===== config.mk =====
export PLATFORM = sky130hd
export DESIGN_NAME = expu_accumulator
export DESIGN_NICKNAME = d
export VERILOG_FILES = /design/src/rtl/expu_accumulator.sv
export SDC_FILE = /design/constraint.sdc
export NUM_CORES = 1
export LEC_CHECK = 0
export ABC_CLOCK_PERIOD_IN_PS = 4100
export CORE_UTILIZATION = 56
export CTS_CLUSTER_SIZE = 24
export DETAILED_ROUTE_END_ITERATION = 8
export GPL_ROUTABILITY_DRIVEN = 0
export PLACE_DENSITY = 0.9
export SLEW_MARGIN = 40
export SYNTH_ARGS = -nofsm -noshare
export SYNTH_HDL_FRONTEND = slang
export SYNTH_SLANG_ARGS = --single-unit

===== constraint.sdc =====
create_clock -name clk_i -period 4.1 [get_ports clk_i]
set_clock_uncertainty 0.15 [all_clocks]
set_input_delay 0.82 -clock clk_i [delete_from_list [all_inputs] [get_ports clk_i]]
set_output_delay 0.82 -clock clk_i [all_outputs]
set_load 0.01 [all_outputs]

===== src/rtl/expu_accumulator.sv =====
// Row-sum accumulator for exponential results: converts each FP element to unsigned
// fixed point, sums it with saturation and hands the row total downstream.
module expu_accumulator #(
    // 0: FP32, 1: FP16, 2: BF16 (FPFORMAT_IN, the expu_row output format)
    parameter int unsigned FPFORMAT  = 32'd2,
    parameter int unsigned WIDTH     = (FPFORMAT == 32'd0) ? 32'd32 : 32'd16,
    parameter int          ACC_INT   = 32'sd16,
    parameter int          ACC_FRAC  = 32'sd16,
    parameter int          CNT_WIDTH = 32'sd16
) (
    input  logic                          clk_i,
    input  logic                          rst_i,
    input  logic                          clear_i,
    input  logic                          valid_i,
    output logic                          ready_o,
    input  logic [WIDTH-1:0]              data_i,
    input  logic                          last_i,
    output logic                          valid_o,
    input  logic                          ready_i,
    output logic [ACC_INT+ACC_FRAC-1:0]   sum_o,
    output logic [CNT_WIDTH-1:0]          count_o,
    output logic                          overflow_o
);

    function automatic int fp_exp_bits(input int unsigned fmt);
        case (fmt)
            32'd1:   return 32'sd5;
            default: return 32'sd8;
        endcase
    endfunction

    localparam int ACC_WIDTH = ACC_INT + ACC_FRAC;
    localparam int EXP_W     = fp_exp_bits(FPFORMAT);
    localparam int MAN_W     = int'(WIDTH) - 32'sd1 - EXP_W;
    localparam int BIAS      = (32'sd1 <<< (EXP_W - 32'sd1)) - 32'sd1;
    // Mantissa with hidden bit, shifted so its binary point lands on ACC_FRAC
    localparam int WW        = ACC_WIDTH + MAN_W;
    localparam int SH_W      = $clog2(ACC_WIDTH);

    typedef enum logic [0:0] {
        ST_ACC  = 1'b0,
        ST_DONE = 1'b1
    } state_e;

    state_e                 state_r;
    logic [ACC_WIDTH-1:0]   sum_r;
    logic [CNT_WIDTH-1:0]   count_r;
    logic                   ovf_r;
    logic                   valid_r;
    logic                   ready_r;

    logic [EXP_W-1:0]       exp_s;
    logic [MAN_W-1:0]       man_s;
    int                     unb_s;
    logic [SH_W-1:0]        sh_s;
    logic [WW-1:0]          wide_s;
    logic [ACC_WIDTH-1:0]   conv_s;
    logic                   conv_sat_s;
    logic [ACC_WIDTH:0]     add_s;
    logic                   acc_sat_s;
    logic [ACC_WIDTH-1:0]   sum_next_s;
    logic [CNT_WIDTH-1:0]   count_next_s;
    logic                   unused_sign_s;

    assign unused_sign_s = data_i[WIDTH-1];

    // Float-to-fixed conversion of the incoming element (sign ignored, truncating)
    always_comb begin
        exp_s      = data_i[WIDTH-2 -: EXP_W];
        man_s      = data_i[MAN_W-1:0];
        unb_s      = int'(exp_s) - BIAS;
        sh_s       = '0;
        wide_s     = '0;
        conv_s     = '0;
        conv_sat_s = 1'b0;
        if (exp_s == '0) begin
            conv_s = '0;
        end else if ((&exp_s) || (unb_s >= ACC_INT)) begin
            conv_s     = '1;
            conv_sat_s = 1'b1;
        end else if (unb_s < -ACC_FRAC) begin
            conv_s = '0;
        end else begin
            sh_s   = SH_W'(unb_s + ACC_FRAC);
            wide_s = WW'({1'b1, man_s}) << sh_s;
            conv_s = wide_s[WW-1:MAN_W];
        end
    end

    // Saturating next-sum and next-count for an accepted element
    always_comb begin
        add_s     = {1'b0, sum_r} + {1'b0, conv_s};
        acc_sat_s = conv_sat_s | add_s[ACC_WIDTH];
        if (acc_sat_s) begin
            sum_next_s = '1;
        end else begin
            sum_next_s = add_s[ACC_WIDTH-1:0];
        end
        if (&count_r) begin
            count_next_s = count_r;
        end else begin
            count_next_s = count_r + CNT_WIDTH'(1'b1);
        end
    end

    // Row FSM: accumulate in ACC, present the result in DONE until taken
    always_ff @(posedge clk_i or posedge rst_i) begin
        if (rst_i) begin
            state_r <= ST_ACC;
            sum_r   <= '0;
            count_r <= '0;
            ovf_r   <= 1'b0;
            valid_r <= 1'b0;
            ready_r <= 1'b1;
        end else if (clear_i) begin
            state_r <= ST_ACC;
            sum_r   <= '0;
            count_r <= '0;
            ovf_r   <= 1'b0;
            valid_r <= 1'b0;
            ready_r <= 1'b1;
        end else begin
            case (state_r)
                ST_ACC: begin
                    if (valid_i && ready_r) begin
                        sum_r   <= sum_next_s;
                        count_r <= count_next_s;
                        ovf_r   <= ovf_r | acc_sat_s;
                        if (last_i) begin
                            state_r <= ST_DONE;
                            valid_r <= 1'b1;
                            ready_r <= 1'b0;
                        end else begin
                            state_r <= ST_ACC;
                        end
                    end else begin
                        state_r <= ST_ACC;
                    end
                end
                ST_DONE: begin
                    if (ready_i) begin
                        state_r <= ST_ACC;
                        sum_r   <= '0;
                        count_r <= '0;
                        ovf_r   <= 1'b0;
                        valid_r <= 1'b0;
                        ready_r <= 1'b1;
                    end else begin
                        state_r <= ST_DONE;
                    end
                end
                default: begin
                    state_r <= ST_ACC;
                    sum_r   <= '0;
                    count_r <= '0;
                    ovf_r   <= 1'b0;
                    valid_r <= 1'b0;
                    ready_r <= 1'b1;
                end
            endcase
        end
    end

    assign ready_o    = ready_r;
    assign valid_o    = valid_r;
    assign sum_o      = sum_r;
    assign count_o    = count_r;
    assign overflow_o = ovf_r;

endmodule


==> parameters.txt, run 1 <==
Parameter                              Value

Yosys
  Number of synthesized flops with an enable pin    0
  Sequential-to-total area share from yosys stat    0.270
  Largest area contributor in the netlist    sky130_fd_sc_hd__dfrtp_1
  Number of distinct library cells after synthesis    72
  Proportion of register bits with asynchronous set or reset after synthesis    1.00
  Cell area after technology mapping    4820 sq um
  Ys Warns    0
  Cell types with the largest area share after synthesis    sky130_fd_sc_hd__dfrtp_1 26%, sky130_fd_sc_hd__ha_1 9.3%, sky130_fd_sc_hd__nand2_1 7.6%
  Avg Synthesized Cell Area    7.99 sq um
  Post-Syn Instances    603
  Primary flip-flop cell chosen by synthesis mapping    sky130_fd_sc_hd__dfrtp_1
  Post-synthesis sequential element count    52
  Top cell type's share of synthesized area    0.265
  Syn Nets    662

Clock tree
  H-Tree Level Count    2
  Number of buffers added to fix hold violations after cts    0
  Root buffer cell    sky130_fd_sc_hd__clkbuf_8
  Number of buffers added by the clock tree synthesis step    5
  Clock Path Buffers    2
  Sink count of the clock tree    52

GRT
  Number of global-route vias before repair    between 8000 and 9000
  GR Util All Layers    0.754
  Pin count of the biggest net entering global routing    53
  Total congestion overflow    41
  First-pass GRT wire length    50.4 mm

Floorplan
  Cell Rows    33
  Boundary Pins    73
  Vertical die dimension    94.8 um
  Starting density of the core    0.584
  Width of the die    94.8 um

Placed design
  Port-buffer cells    71
  Total half-perimeter wirelength after legalization and detailed placement    13.4 mm

Outcome
  Error Message    [ERROR GRT-0116] Global routing finished with congestion. Check the congestion regions in the DRC Viewer.
  Result of the run    aborted with a tool error
  Last stage    5_1_grt
==> per-layer routing <==
metal | GRT usage | overflow
met3 | 0.573 | 1
met1 | 0.761 | 0
met5 | 0.262 | 0
met4 | 0.759 | 19
met2 | 0.928 | 21
==> repair_timing <==
item,4_1_cts
setup endpoints to repair,33
pin swaps,77
buffers inserted,39
gates cloned,2
gates resized for setup,154
==> synthesized netlist by cell type (all sizes together) (10+ instances only) <==
cell type / count
dfrtp: 51
inv: 17
or3: 10
nand3: 24
nor2: 40
ha: 36
clkbuf: 15
xor2: 14
a21oi: 52
nand2: 98
xnor2: 23
o21ai: 79
==> logic make-up after synthesis <==
logic type                 count (synthesis)  share of synthesized area
xor gates and xnor gates                  37                     0.0672
buffers and inverters                     39                     0.0332
muxes                                     13                     0.0350
adders and majority gates                 37                     0.0976
and+or+nand+nor                          221                      0.217
AOI/OAI and AO/OA                        204                      0.279
DFF                                       52                      0.270
==> metrics by stage <==
stage | cell area [sq um] | utilization | TNS, ns | std cells | setup slack (ns)
floorplan | 4950 | - | -5.95 | 603 | -0.423
global placement | 6930 | 0.840 | -35.16 | 926 | -1.18
detailed placement | 6940 | 0.840 | -45.92 | 926 | -1.51
CTS | 7910 | 0.958 | -7.95 | 974 | -0.298
==> run 2: changes to the inputs <==
--- a/config.mk
+++ b/config.mk
@@ -6,11 +6,10 @@
 export NUM_CORES = 1
 export LEC_CHECK = 0
 export ABC_CLOCK_PERIOD_IN_PS = 4100
-export CORE_UTILIZATION = 56
-export CTS_CLUSTER_SIZE = 24
+export CORE_UTILIZATION = 40
 export DETAILED_ROUTE_END_ITERATION = 8
 export GPL_ROUTABILITY_DRIVEN = 0
-export PLACE_DENSITY = 0.9
+export PLACE_DENSITY_LB_ADDON = 0.15
 export SLEW_MARGIN = 40
 export SYNTH_ARGS = -nofsm -noshare
 export SYNTH_HDL_FRONTEND = slang
==> run 2 against run 1 <==
The flow now finishes, with violations (DRC, setup timing). Synthesized area unchanged. Synthesized cell count unchanged.
==> parameters.txt, run 2 <==
Parameter                              Value

Outcome
  Result of the run    finished, violations left
  Violated checks    DRC, setup timing

Critical path
  Maximum cell stage delay along the critical path    0.50 ns
  Cell repeated most along the worst path    sky130_fd_sc_hd__buf_4
  Cell family with the largest share of critical-path delay    compound AO/OA/AOI/OAI gates
  Data required, critical path    a little over 4 ns
  Sequence of cells on the critical path    clkdlybuf4s50_1 -> mux4_2 -> mux2i_2 -> o32a_1 -> buf_4 -> o21ai_4 -> fa_2 -> a211oi_4 -> o2111ai_4 -> a21oi_2 -> o21ba_4 -> o31ai_4 -> buf_4 -> a211o_1 -> a21oi_1 -> o21ai_1
  Worst EP arrival    4.62 ns
  Buf+Inv Stages, Crit Path    3
  Cell type of the slowest stage on the worst timing path    sky130_fd_sc_hd__mux4_2
  Kind of critical path    in -> reg
  Highest fanout seen on the critical path    4
  Worst setup EP type    flop
  Critical path launch point type    input port

Pwr
  Power consumption    0.00374 W
  Internal power    0.00222 W
  Total power divided by cell area    between 400 and 500 nW/um^2
  Register share of total power    0.184
  Switching power share of the total    0.408
  Leakage dissipation    3.68 nW
  Proportion of power drawn by combinational gates    0.661
  Clock network power share    0.154
  Power spent charging and discharging nets    0.00153 W
  Worst voltage drop across the vdd grid    0.000274 V

Placed design
  Total half-perimeter wirelength after legalization and detailed placement    12.5 mm
  Port-buffer cells    slightly above 70
  Total instance count after detailed placement    approximately 970
  Setup Slack @ Placement    -1.32 ns

GRT
  Total congestion overflow    0
  First-pass GRT wire length    28.7 mm
  Pin count of the biggest net entering global routing    34
  GR Util All Layers    0.290
  Number of global-route vias before repair    5897
  Initial antenna violation count    0

Yosys
  Sequential-to-total area share from yosys stat    0.270
  Primary flip-flop cell chosen by synthesis mapping    sky130_fd_sc_hd__dfrtp_1
  Avg Synthesized Cell Area    7.99 sq um
  Cell area after technology mapping    between 4000 and 5000 sq um
  Proportion of register bits with asynchronous set or reset after synthesis    1.00
  Number of synthesized flops with an enable pin    0
  Post-Syn Instances    603
  Post-synthesis sequential element count    52
  Ys Warns    0
  Largest area contributor in the netlist    sky130_fd_sc_hd__dfrtp_1
  Number of distinct library cells after synthesis    72
  Cell types with the largest area share after synthesis    sky130_fd_sc_hd__dfrtp_1 26%, sky130_fd_sc_hd__ha_1 9.3%, sky130_fd_sc_hd__nand2_1 7.6%
  Top cell type's share of synthesized area    0.265
  Syn Nets    662
  Commonest cells in the synthesized netlist    98 x sky130_fd_sc_hd__nand2_1, 58 x sky130_fd_sc_hd__o21ai_0, 51 x sky130_fd_sc_hd__a21oi_1, 51 x sky130_fd_sc_hd__dfrtp_1, 40 x sky130_fd_sc_hd__nor2_1
  Most used standard cell by instance count after synthesis    sky130_fd_sc_hd__nand2_1

Finish
  Commonest non-fill, non-tap cell in the layout    sky130_fd_sc_hd__buf_4
  Growth of design area from synthesis to finish    68.7%
  Flip-flop count of the largest register, all copies and words added    32
  Commonest cells after routing, fill and taps aside    190 x sky130_fd_sc_hd__buf_4, 92 x sky130_fd_sc_hd__nand2_1, 62 x sky130_fd_sc_hd__clkdlybuf4s50_1
  Number of antenna cells inserted    0
  Final standard cell count with taps included and fillers excluded    1016
  Final net count    931
  Fraction of layout cells with a size suffix above 1    0.401
  FILL cells    862

STA
  Transition time of the tightest slew-check pin    between 0.6 and 0.7 ns
  Setup repair after global routing missed its margin    true
  Tmin final    approximately 4.6 ns
  Crit path setup slack, layout    -0.484 ns
  Share of the cycle needed by the critical path after routing    1.12
  Upper clock frequency limit    0.218 GHz
  # setup viols final    33
  Final TNS setup    -12.42 ns
  Number of failing hold endpoints at the final stage    0
  Worst slew slack as a fraction of its limit    0.571
  Count of final max-slew check failures    0

Floorplan
  Width of the die    112 um
  Starting density of the core    0.417
  Cell Rows    39
  Vertical die dimension    112 um
  Boundary Pins    73
  Die area    12500 sq um
  Area of the placeable core    11600 sq um

Clock tree
  Number of buffers added by the clock tree synthesis step    5
  CTS clock-pin slew for the worst setup and hold paths    0.07 ns
  Sink count of the clock tree    52
  Number of buffers added to fix hold violations after cts    0
  Clock network latency to the later pin of the worst-skew pair    roughly 0.31 ns
  Clock Path Buffers    2
  Clock tree from TritonCTS    yes
  Root buffer cell    sky130_fd_sc_hd__clkbuf_16
  H-Tree Level Count    2

Drt
  Final WL    18.7 mm
  Met3 routed WL    1.27 mm
  Via count normalized by instance count    5.78
  Top Layer Used    met4
  Routed Antenna Nets    0
  Iter 0 DRT Violations    around 400
  Met2 WL    9.28 mm
  Via count    5876
  Wirelength per Cell    18.4 um
  Number of search-and-repair iterations in the first detailed-routing pass    7
  Routed length on met1    7.34 mm
  Number of design rule violations left after detail routing    5

Worst hold path
  Type of the most critical hold path    reg -> reg

Job
  Max-Cap Viols    0
-- run 2: cell counts after synthesis --
Identical to the previous run, type by type.
-- run 2: final cells by class --
class,count,area [sq um],area share
inverters,17,68.8,0.00846
repair buffers,284,2450,0.301
well taps,143,179,0.0220
clock inverters,3,68.8,0.00846
flip-flops and latches,52,1300,0.160
clock buffers,5,125,0.0154
multi-input cells,512,3940,0.484
-- run 2: per-stage QoR --
step                 util  hold slack (ns)  cell area (sq um)
floorplan               -            0.374               4950
global placement    0.607            0.339               7010
detailed placement  0.607            0.337               7010
CTS                 0.677            0.363               7830
global route        0.703            0.373               8130
finish              0.703            0.356               8130
-- run 2: repair_timing --
action                     in CTS  in global routing
pin swaps                      55                 56
setup endpoints to repair      33                 33
buffers inserted               32                 12
gates cloned                    2                  1
resized for setup             109                 65
-- run 2: final timing paths --
check                                       from                     to  slack, ns  cells after the start
setup reg to reg            sum_o[0]$_DFFE_PP0P_  sum_o[30]$_DFFE_PP0P_       1.05                     11
hold / removal             sum_o[16]$_DFFE_PP0P_  sum_o[16]$_DFFE_PP0P_       0.36                      2
setup / recovery                       data_i[3]  sum_o[30]$_DFFE_PP0P_      -0.48                     16
max in group asynchronous                  rst_i  sum_o[17]$_DFFE_PP0P_       2.24                      3
hold reg to reg            sum_o[16]$_DFFE_PP0P_  sum_o[16]$_DFFE_PP0P_       0.36                      2
min in group asynchronous                  rst_i   sum_o[5]$_DFFE_PP0P_       0.76                      2
-- run 2: cells by family after synthesis --
group / after synthesis / synth area share
adder cells (fa/ha/maj): 37 / 0.0976
buffers and inverters: 39 / 0.0332
XOR/XNOR: 37 / 0.0672
multiplexers: 13 / 0.0350
AO/OA/AOI/OAI: 204 / 0.279
AND/OR/NAND/NOR: 221 / 0.217
flip-flops: 52 / 0.270
-- run 2: power by group through the flow --
| stage | clock network [W] | registers (W) | logic, W |
|---|---|---|---|
| 2_1_floorplan | 0 | 0.000706 | 0.00105 |
| 3_3_place_gp | 0 | 0.000692 | 0.00193 |
| 3_5_place_dp | 0 | 0.000694 | 0.00197 |
| 4_1_cts | 0.000581 | 0.000688 | 0.00226 |
| 5_1_grt | 0.000601 | 0.000702 | 0.00264 |
| 6_report | 0.000578 | 0.000690 | 0.00247 |
-- run 2: metal layers --
| layer | GRT usage | vias up |
|---|---|---|
| li1 | - | 2759 |
| met1 | 0.345 | 2774 |
| met3 | 0.0582 | 77 |
| met5 | 0 | - |
| met2 | 0.503 | 266 |
| met4 | 0.131 | 0 |
-- run 2: worst min-delay path: cells and delay by family (launching register included) --
| kind | cells | cell delay [ns] |
|---|---|---|
| flops | 1 | 0.37 |
| simple gates | 2 | 0.11 |
(Power assumes the default switching activity.)
==> run 3: changes to the inputs <==
--- a/config.mk
+++ b/config.mk
@@ -9,6 +9,7 @@
 export CORE_UTILIZATION = 40
 export DETAILED_ROUTE_END_ITERATION = 8
 export GPL_ROUTABILITY_DRIVEN = 0
+export HOLD_SLACK_MARGIN = 0.06
 export PLACE_DENSITY_LB_ADDON = 0.15
 export SLEW_MARGIN = 40
 export SYNTH_ARGS = -nofsm -noshare
==> results of run 3 <==
No change in the layout: final DEF, timing and power equal those of run 2.
